**config.mk**
```make
export PLATFORM = sky130hd
export DESIGN_NAME = execute_unit_md
export DESIGN_NICKNAME = d
export VERILOG_FILES = /design/src/rtl/execute_unit_md.sv
export SDC_FILE = /design/constraint.sdc
export NUM_CORES = 2
export LEC_CHECK = 0
export CORE_ASPECT_RATIO = 0.8
export CORE_MARGIN = 2
export CORE_UTILIZATION = 49
export CTS_BUF_LIST = sky130_fd_sc_hd__clkbuf_16
export CTS_CLUSTER_DIAMETER = 200
export DETAILED_ROUTE_END_ITERATION = 7
export DONT_BUFFER_PORTS = 1
export SYNTH_ARGS = -nofsm -noshare
export SYNTH_HDL_FRONTEND = slang
export SYNTH_SLANG_ARGS = --single-unit
```
**constraint.sdc**
```tcl
create_clock -name clk -period 11.7 [get_ports clk]
set_input_delay 1.17 -clock clk [delete_from_list [all_inputs] [get_ports clk]]
set_output_delay 1.17 -clock clk [all_outputs]
set_load 0.05 [all_outputs]
```
**src/rtl/execute_unit_md.sv**
```systemverilog
// RV32IM execute stage: single-cycle ALU/branch judge, fixed-latency multiply and
// iterative restoring divide, with valid/ready handshakes toward ID/EX and MEM.
module execute_unit_md #(
    parameter int XLEN    = 32,
    parameter int MUL_LAT = 2,
    parameter int M_EXT   = 1
) (
    input  logic            clk,
    input  logic            rst,
    input  logic            flush,
    input  logic            in_valid,
    output logic            in_ready,
    input  logic [31:0]     instruction,
    input  logic            alu_op1_src,
    input  logic [XLEN-1:0] reg1_rd,
    input  logic [XLEN-1:0] pc,
    input  logic            alu_op2_src,
    input  logic [XLEN-1:0] reg2_rd,
    input  logic [XLEN-1:0] imm,
    output logic            out_valid,
    input  logic            out_ready,
    output logic [XLEN-1:0] alu_result,
    output logic            jump_flag,
    output logic            illegal_op,
    output logic            busy
);
    localparam int SH_W    = $clog2(XLEN);
    localparam int CNT_MAX = (XLEN > MUL_LAT) ? XLEN : MUL_LAT;
    localparam int CNT_W   = $clog2(CNT_MAX + 1);
    localparam logic [XLEN-1:0] MIN_NEG = {1'b1, {(XLEN-1){1'b0}}};

    typedef enum logic [1:0] {S_IDLE, S_MUL, S_DIV, S_DONE} state_t;

    state_t           state, next_state, start_state;
    logic [CNT_W-1:0] cnt;
    logic [6:0]       opcode, funct7;
    logic [2:0]       funct3;
    logic [XLEN-1:0]  op1, op2, dec_result, div_special_result;
    logic             dec_jump, dec_illegal, dec_mul, dec_div, div_special;
    logic             accept, div_signed, a_neg, b_neg, unused_fields;
    logic [XLEN-1:0]  opa_p1, opb_p1, quo_p1, rem_p1, dvs_p1;
    logic [2:0]       f3_p1;
    logic             neg_q_p1, neg_r_p1;
    logic [XLEN:0]    rem_sh, trial;
    logic [XLEN-1:0]  rem_nx, quo_nx, div_final;

    function automatic logic [XLEN-1:0] alu_fn(input logic [2:0] f3, input logic alt,
                                               input logic [XLEN-1:0] a, input logic [XLEN-1:0] b);
        logic signed [XLEN-1:0] sa, sb;
        logic [SH_W-1:0]        sh;
        sa = a;
        sb = b;
        sh = b[SH_W-1:0];
        case (f3)
            3'b000:  alu_fn = alt ? a - b : a + b;
            3'b001:  alu_fn = a << sh;
            3'b010:  alu_fn = {{(XLEN-1){1'b0}}, sa < sb};
            3'b011:  alu_fn = {{(XLEN-1){1'b0}}, a < b};
            3'b100:  alu_fn = a ^ b;
            3'b101: begin
                if (alt) alu_fn = sa >>> sh;
                else     alu_fn = a >> sh;
            end
            3'b110:  alu_fn = a | b;
            default: alu_fn = a & b;
        endcase
    endfunction

    function automatic logic branch_fn(input logic [2:0] f3, input logic [XLEN-1:0] a,
                                       input logic [XLEN-1:0] b);
        logic signed [XLEN-1:0] sa, sb;
        sa = a;
        sb = b;
        case (f3)
            3'b000:  branch_fn = (a == b);
            3'b001:  branch_fn = (a != b);
            3'b100:  branch_fn = (sa < sb);
            3'b101:  branch_fn = (sa >= sb);
            3'b110:  branch_fn = (a < b);
            3'b111:  branch_fn = (a >= b);
            default: branch_fn = 1'b0;
        endcase
    endfunction

    // Sign/zero extension to 2*XLEN yields correct high halves for all four variants.
    function automatic logic [XLEN-1:0] mul_fn(input logic [2:0] f3, input logic [XLEN-1:0] a,
                                               input logic [XLEN-1:0] b);
        logic [2*XLEN-1:0] ax, bx, prod;
        ax   = {{XLEN{a[XLEN-1] & (f3 == 3'b001 || f3 == 3'b010)}}, a};
        bx   = {{XLEN{b[XLEN-1] & (f3 == 3'b001)}}, b};
        prod = ax * bx;
        mul_fn = (f3 == 3'b000) ? prod[XLEN-1:0] : prod[2*XLEN-1:XLEN];
    endfunction

    assign opcode        = instruction[6:0];
    assign funct3        = instruction[14:12];
    assign funct7        = instruction[31:25];
    assign unused_fields = ^{instruction[24:15], instruction[11:7]};
    assign op1           = alu_op1_src ? pc : reg1_rd;
    assign op2           = alu_op2_src ? imm : reg2_rd;

    always_comb begin
        dec_result  = '0;
        dec_jump    = 1'b0;
        dec_illegal = 1'b0;
        dec_mul     = 1'b0;
        dec_div     = 1'b0;
        case (opcode)
            7'b0110011: begin
                if (funct7 == 7'b0000001) begin
                    if (M_EXT != 0) begin
                        dec_mul = !funct3[2];
                        dec_div = funct3[2];
                    end else begin
                        dec_illegal = 1'b1;
                    end
                end else if (funct7 == 7'b0000000 ||
                             (funct7 == 7'b0100000 && (funct3 == 3'b000 || funct3 == 3'b101))) begin
                    dec_result = alu_fn(funct3, funct7[5], op1, op2);
                end else begin
                    dec_illegal = 1'b1;
                end
            end
            7'b0010011: begin
                if ((funct3 == 3'b001 && funct7 != 7'd0) ||
                    (funct3 == 3'b101 && funct7 != 7'd0 && funct7 != 7'b0100000))
                    dec_illegal = 1'b1;
                else
                    dec_result = alu_fn(funct3, funct3 == 3'b101 && funct7[5], op1, op2);
            end
            7'b0110111:                         dec_result = op2;
            7'b0010111, 7'b0000011, 7'b0100011: dec_result = op1 + op2;
            7'b1101111, 7'b1100111: begin
                dec_result = pc + XLEN'(4);
                dec_jump   = 1'b1;
            end
            7'b1100011: begin
                if (funct3[2:1] == 2'b01) begin
                    dec_illegal = 1'b1;
                end else begin
                    dec_result = op1 + op2;
                    dec_jump   = branch_fn(funct3, reg1_rd, reg2_rd);
                end
            end
            default: dec_illegal = 1'b1;
        endcase
    end

    // Zero divisor and min/-1 bypass the iteration entirely.
    assign div_signed = !funct3[0];
    assign a_neg      = div_signed & op1[XLEN-1];
    assign b_neg      = div_signed & op2[XLEN-1];

    always_comb begin
        div_special        = 1'b0;
        div_special_result = '0;
        if (op2 == '0) begin
            div_special        = 1'b1;
            div_special_result = funct3[1] ? op1 : '1;
        end else if (div_signed && op1 == MIN_NEG && op2 == '1) begin
            div_special        = 1'b1;
            div_special_result = funct3[1] ? '0 : MIN_NEG;
        end
    end

    always_comb begin
        start_state = S_DONE;
        if (dec_mul && MUL_LAT != 0)      start_state = S_MUL;
        else if (dec_div && !div_special) start_state = S_DIV;
    end

    assign in_ready  = !flush && (state == S_IDLE || (state == S_DONE && out_ready));
    assign accept    = in_valid && in_ready;
    assign out_valid = (state == S_DONE);
    assign busy      = (state == S_MUL) || (state == S_DIV);

    always_ff @(posedge clk or posedge rst) begin
        if (rst) state <= S_IDLE;
        else     state <= next_state;
    end

    always_comb begin
        next_state = state;
        if (flush) begin
            next_state = S_IDLE;
        end else begin
            case (state)
                S_IDLE: if (accept) next_state = start_state;
                S_DONE: begin
                    if (accept)         next_state = start_state;
                    else if (out_ready) next_state = S_IDLE;
                end
                S_MUL, S_DIV: if (cnt == CNT_W'(1)) next_state = S_DONE;
                default: next_state = S_IDLE;
            endcase
        end
    end

    always_ff @(posedge clk or posedge rst) begin
        if (rst)
            cnt <= '0;
        else if (flush)
            cnt <= '0;
        else if (accept)
            cnt <= (start_state == S_MUL) ? CNT_W'(MUL_LAT) :
                   (start_state == S_DIV) ? CNT_W'(XLEN) : '0;
        else if (busy)
            cnt <= cnt - CNT_W'(1);
    end

    // Restoring step: shift in the next dividend bit, keep the subtraction if it did not borrow.
    always_comb begin
        rem_sh = {rem_p1, quo_p1[XLEN-1]};
        trial  = rem_sh - {1'b0, dvs_p1};
        quo_nx = {quo_p1[XLEN-2:0], !trial[XLEN]};
        rem_nx = trial[XLEN] ? rem_sh[XLEN-1:0] : trial[XLEN-1:0];
        if (f3_p1[1]) div_final = neg_r_p1 ? -rem_nx : rem_nx;
        else          div_final = neg_q_p1 ? -quo_nx : quo_nx;
    end

    always_ff @(posedge clk) begin
        if (accept) begin
            opa_p1   <= op1;
            opb_p1   <= op2;
            f3_p1    <= funct3;
            quo_p1   <= a_neg ? -op1 : op1;
            dvs_p1   <= b_neg ? -op2 : op2;
            rem_p1   <= '0;
            neg_q_p1 <= a_neg ^ b_neg;
            neg_r_p1 <= a_neg;
        end else if (state == S_DIV) begin
            quo_p1 <= quo_nx;
            rem_p1 <= rem_nx;
        end
    end

    // Result registers change only on accept or multi-cycle completion, so S_DONE holds them.
    always_ff @(posedge clk or posedge rst) begin
        if (rst) begin
            alu_result <= '0;
            jump_flag  <= 1'b0;
            illegal_op <= 1'b0;
        end else if (!flush) begin
            if (accept) begin
                jump_flag  <= dec_jump;
                illegal_op <= dec_illegal;
                if (dec_mul && MUL_LAT == 0) alu_result <= mul_fn(funct3, op1, op2);
                else if (dec_div)            alu_result <= div_special_result;
                else                         alu_result <= dec_result;
            end else if (state == S_MUL && cnt == CNT_W'(1)) begin
                alu_result <= mul_fn(f3_p1, opa_p1, opb_p1);
            end else if (state == S_DIV && cnt == CNT_W'(1)) begin
                alu_result <= div_final;
            end
        end
    end
endmodule

```
==> flow_summary.yaml <==
sta:
  max_slew_margin_pct: -6.06
  finalSetupViolations: 0
  max_freq_mhz: 96.4
  fin_crit_sh_pct: 88.7
  rsz0062_at_grt: "false"
  skew_ns: 0.0329
  final-max-slew-violation-count: 2
  setup_ws_ns: 1.32
  final.setup.tns_ns: 0
  worst_pin_slew_ns: 1.57
  final_hold_viol_count: 0
  period_minus_slack_ns: 10.38
worst_setup_path:
  rr_startpoint: "f3_p1[0]"
  critPathKind: "register to register"
  cp.arrival_ns: 10.84
  cp-end-kind: "register"
  critical-path-max-stage-delay_ns: 0.72
  required_ns: 12.16
  crit_start: "f3_p1[0]"
  crit_slowest_cell: "xnor2_1"
  crit_fanout: 31
  start_kind: "register"
layout:
  post-route-util_pct: 51.6
  fin_nets: 9059
  drive_gt1_share_pct: 4.58
  areaGrowthSynthToFinish_pct: 4.40
floorplanning:
  initial_utilization_pct: 49.4
  core-area_um2: 127000
  std_cell_rows: 117
  dieArea_um2: 131000
  die_w_um: 405
  die_h_um: 325
  ios: 204
outcome:
  violations: "max-capacitance violations, max-slew violations"
  outcome: "finished, violations left"
synthesis:
  ys.warnings.count: 0
  avgSynthCellArea_um2: 8.28
  yosysUniqueCellTypes: 104
  ys.flop_type: "edfxtp_1"
  synth_common_cells: "inv_1 (1367), fa_1 (1128), nand2_1 (1128), a21oi_1 (434), nor2_1 (386)"
  syn_area_um2: 63000
  synth-edff-count: 132
  synth.most_common_cell: "inv_1"
  synth.area.top_cells: "fa_1 (36%), inv_1 (8.2%), ha_1 (7.7%)"
  yosysTopAreaCellShare_pct: 35.9
  ys_async_sr_fraction_pct: 20.4
  synth-seq-cells: 206
  ys_seq_area_share_pct: 8.98
  syn-num-nets: 9284
  syn_inst: 7604
  synth_top_area_cell: "fa_1"
route:
  remaining_drc_errors: 0
  ant_nets: 0
  drt_iter0_drc: 7062
  dr_total_vias: 55700
  post_drt_wl_per_cell_um: 28.3
  first_pass_iters: 8
  avgViaCountPerCell: 6.14
  drt-total-wl_um: 257000
clock_tree:
  cts_setup_buffers: 0
  hold_buffers: 0
  cts.clk_slew.worst_paths_ns: 0.07
  cts_tree: "yes"
  clockRootBuffer: "clkbuf_16"
  clock-sinks: 206
  insertion_delay_ns: 0.60
  h-tree-depth: 1
  post_cts_resized: 0
  cts-buffers-inserted: 24
  cts.path.max_buffers: 3
grt:
  globalRoute.totalOverflow: 0
  grt_max_degree: 80
  use_met2_pct: 53.8
  grt_pass1_vias: 54500
  grt_pass1_wl_um: 377000
  grt_antenna_before_repair: 28
  busiest_layer: "met1"
  met3_usage_pct: 12.2
  track_usage_pct: 39.1
  met1_usage_pct: 58.3
hold_path:
  hold_path_startpoint: "rem_p1[28]"
  worstHoldPathType: "register to register"
placed_design:
  portBuffers: 0
  dp_hpwl_um: 205000
  place.gp.congestion: 1.04
  dp_slack_ns: 1.56
run:
  drv_cap: 1
-- critical path: cells and delay by family (launching register included) --
kind,cells,cell delay [ns]
adder cells (fa/ha/maj),9,4.68
AO/OA/AOI/OAI,8,1.76
XOR/XNOR,2,1.02
flip-flops,1,0.46
AND/OR/NAND/NOR,5,0.64
buffers and inverters,10,1.64
-- sequential cells by signal, indices dropped and copies added (netlist names) --
register	flops
opa_p1	32
opb_p1	32
jump_flag	1
rem_p1	32
illegal_op	1
dvs_p1	31
f3_p1	3
alu_result	32
state	2
neg_q_p1	1
cnt	6
neg_r_p1	1
quo_p1	32
-- cell families after synthesis --
family | count (synthesis) | synth area share (%)
compound gates | 1410 | 14.4
simple gates | 2273 | 16.5
flops | 206 | 8.98
fa+ha+maj | 1513 | 43.5
buf+inv | 1810 | 10.9
mux | 124 | 2.01
xor+xnor | 268 | 3.73
-- per-layer routing --
metal,wire length (um),vias up
met2,103000,3089
met5,333,-
met1,112000,28200
met4,9560,18
met3,32300,460
li1,-,23900
-- per-stage QoR --
step	instance area, um^2	cells	hold WS [ns]
after floorplan	63000	7604	0.475
final	65700	9069	0.509
after global placement	64900	9019	0.496
after CTS	65700	9063	0.512
after detailed placement	64900	9019	0.505
after global routing	65700	9063	0.536
-- cell type report --
| cell class | instances | area [um^2] |
|---|---|---|
| Timing Repair Buffer | 186 | 1410 |
| Clock buffer | 24 | 601 |
| Antenna cell | 6 | 15.0 |
| Clock inverter | 20 | 218 |
| Sequential cell | 206 | 5660 |
| Multi-Input combinational cell | 5588 | 50600 |
| Inverter | 1373 | 5160 |
| Fill cell | 12300 | 61600 |
| Tap cell | 1666 | 2080 |
-- final timing paths --
path	slack, ns	depth (start not counted)	endpoint
worst max-delay path	1.32	34	alu_result[29]
worst max register to register	1.32	34	alu_result[29]
min in group asynchronous	0.70	2	state[0]
worst min register to register	0.51	2	rem_p1[28]
max in group asynchronous	10.48	2	alu_result[19]
worst min-delay path	0.51	2	rem_p1[28]
-- cells in the final DEF, fill, tap and decap left out, types with 47 or more instances in the layout --
cell type and n:
nor3_1 79, a211oi_1 68, and2_1 322, a31oi_1 47, a21oi_1 433, buf_4 185, o211ai_1 66, nand4_1 48
fa_1 1128, xnor2_1 182, nand3_1 77, edfxtp_1 132, inv_1 1367, nor2_1 386, ha_1 384, nand2_1 1127
mux2i_1 99, xor2_1 86, o21ai_0 311, a21o_1 76
Power is left out: the tool's default activity adds up to more than one toggle a clock period on the data nets, which glitch-free logic cannot reach.
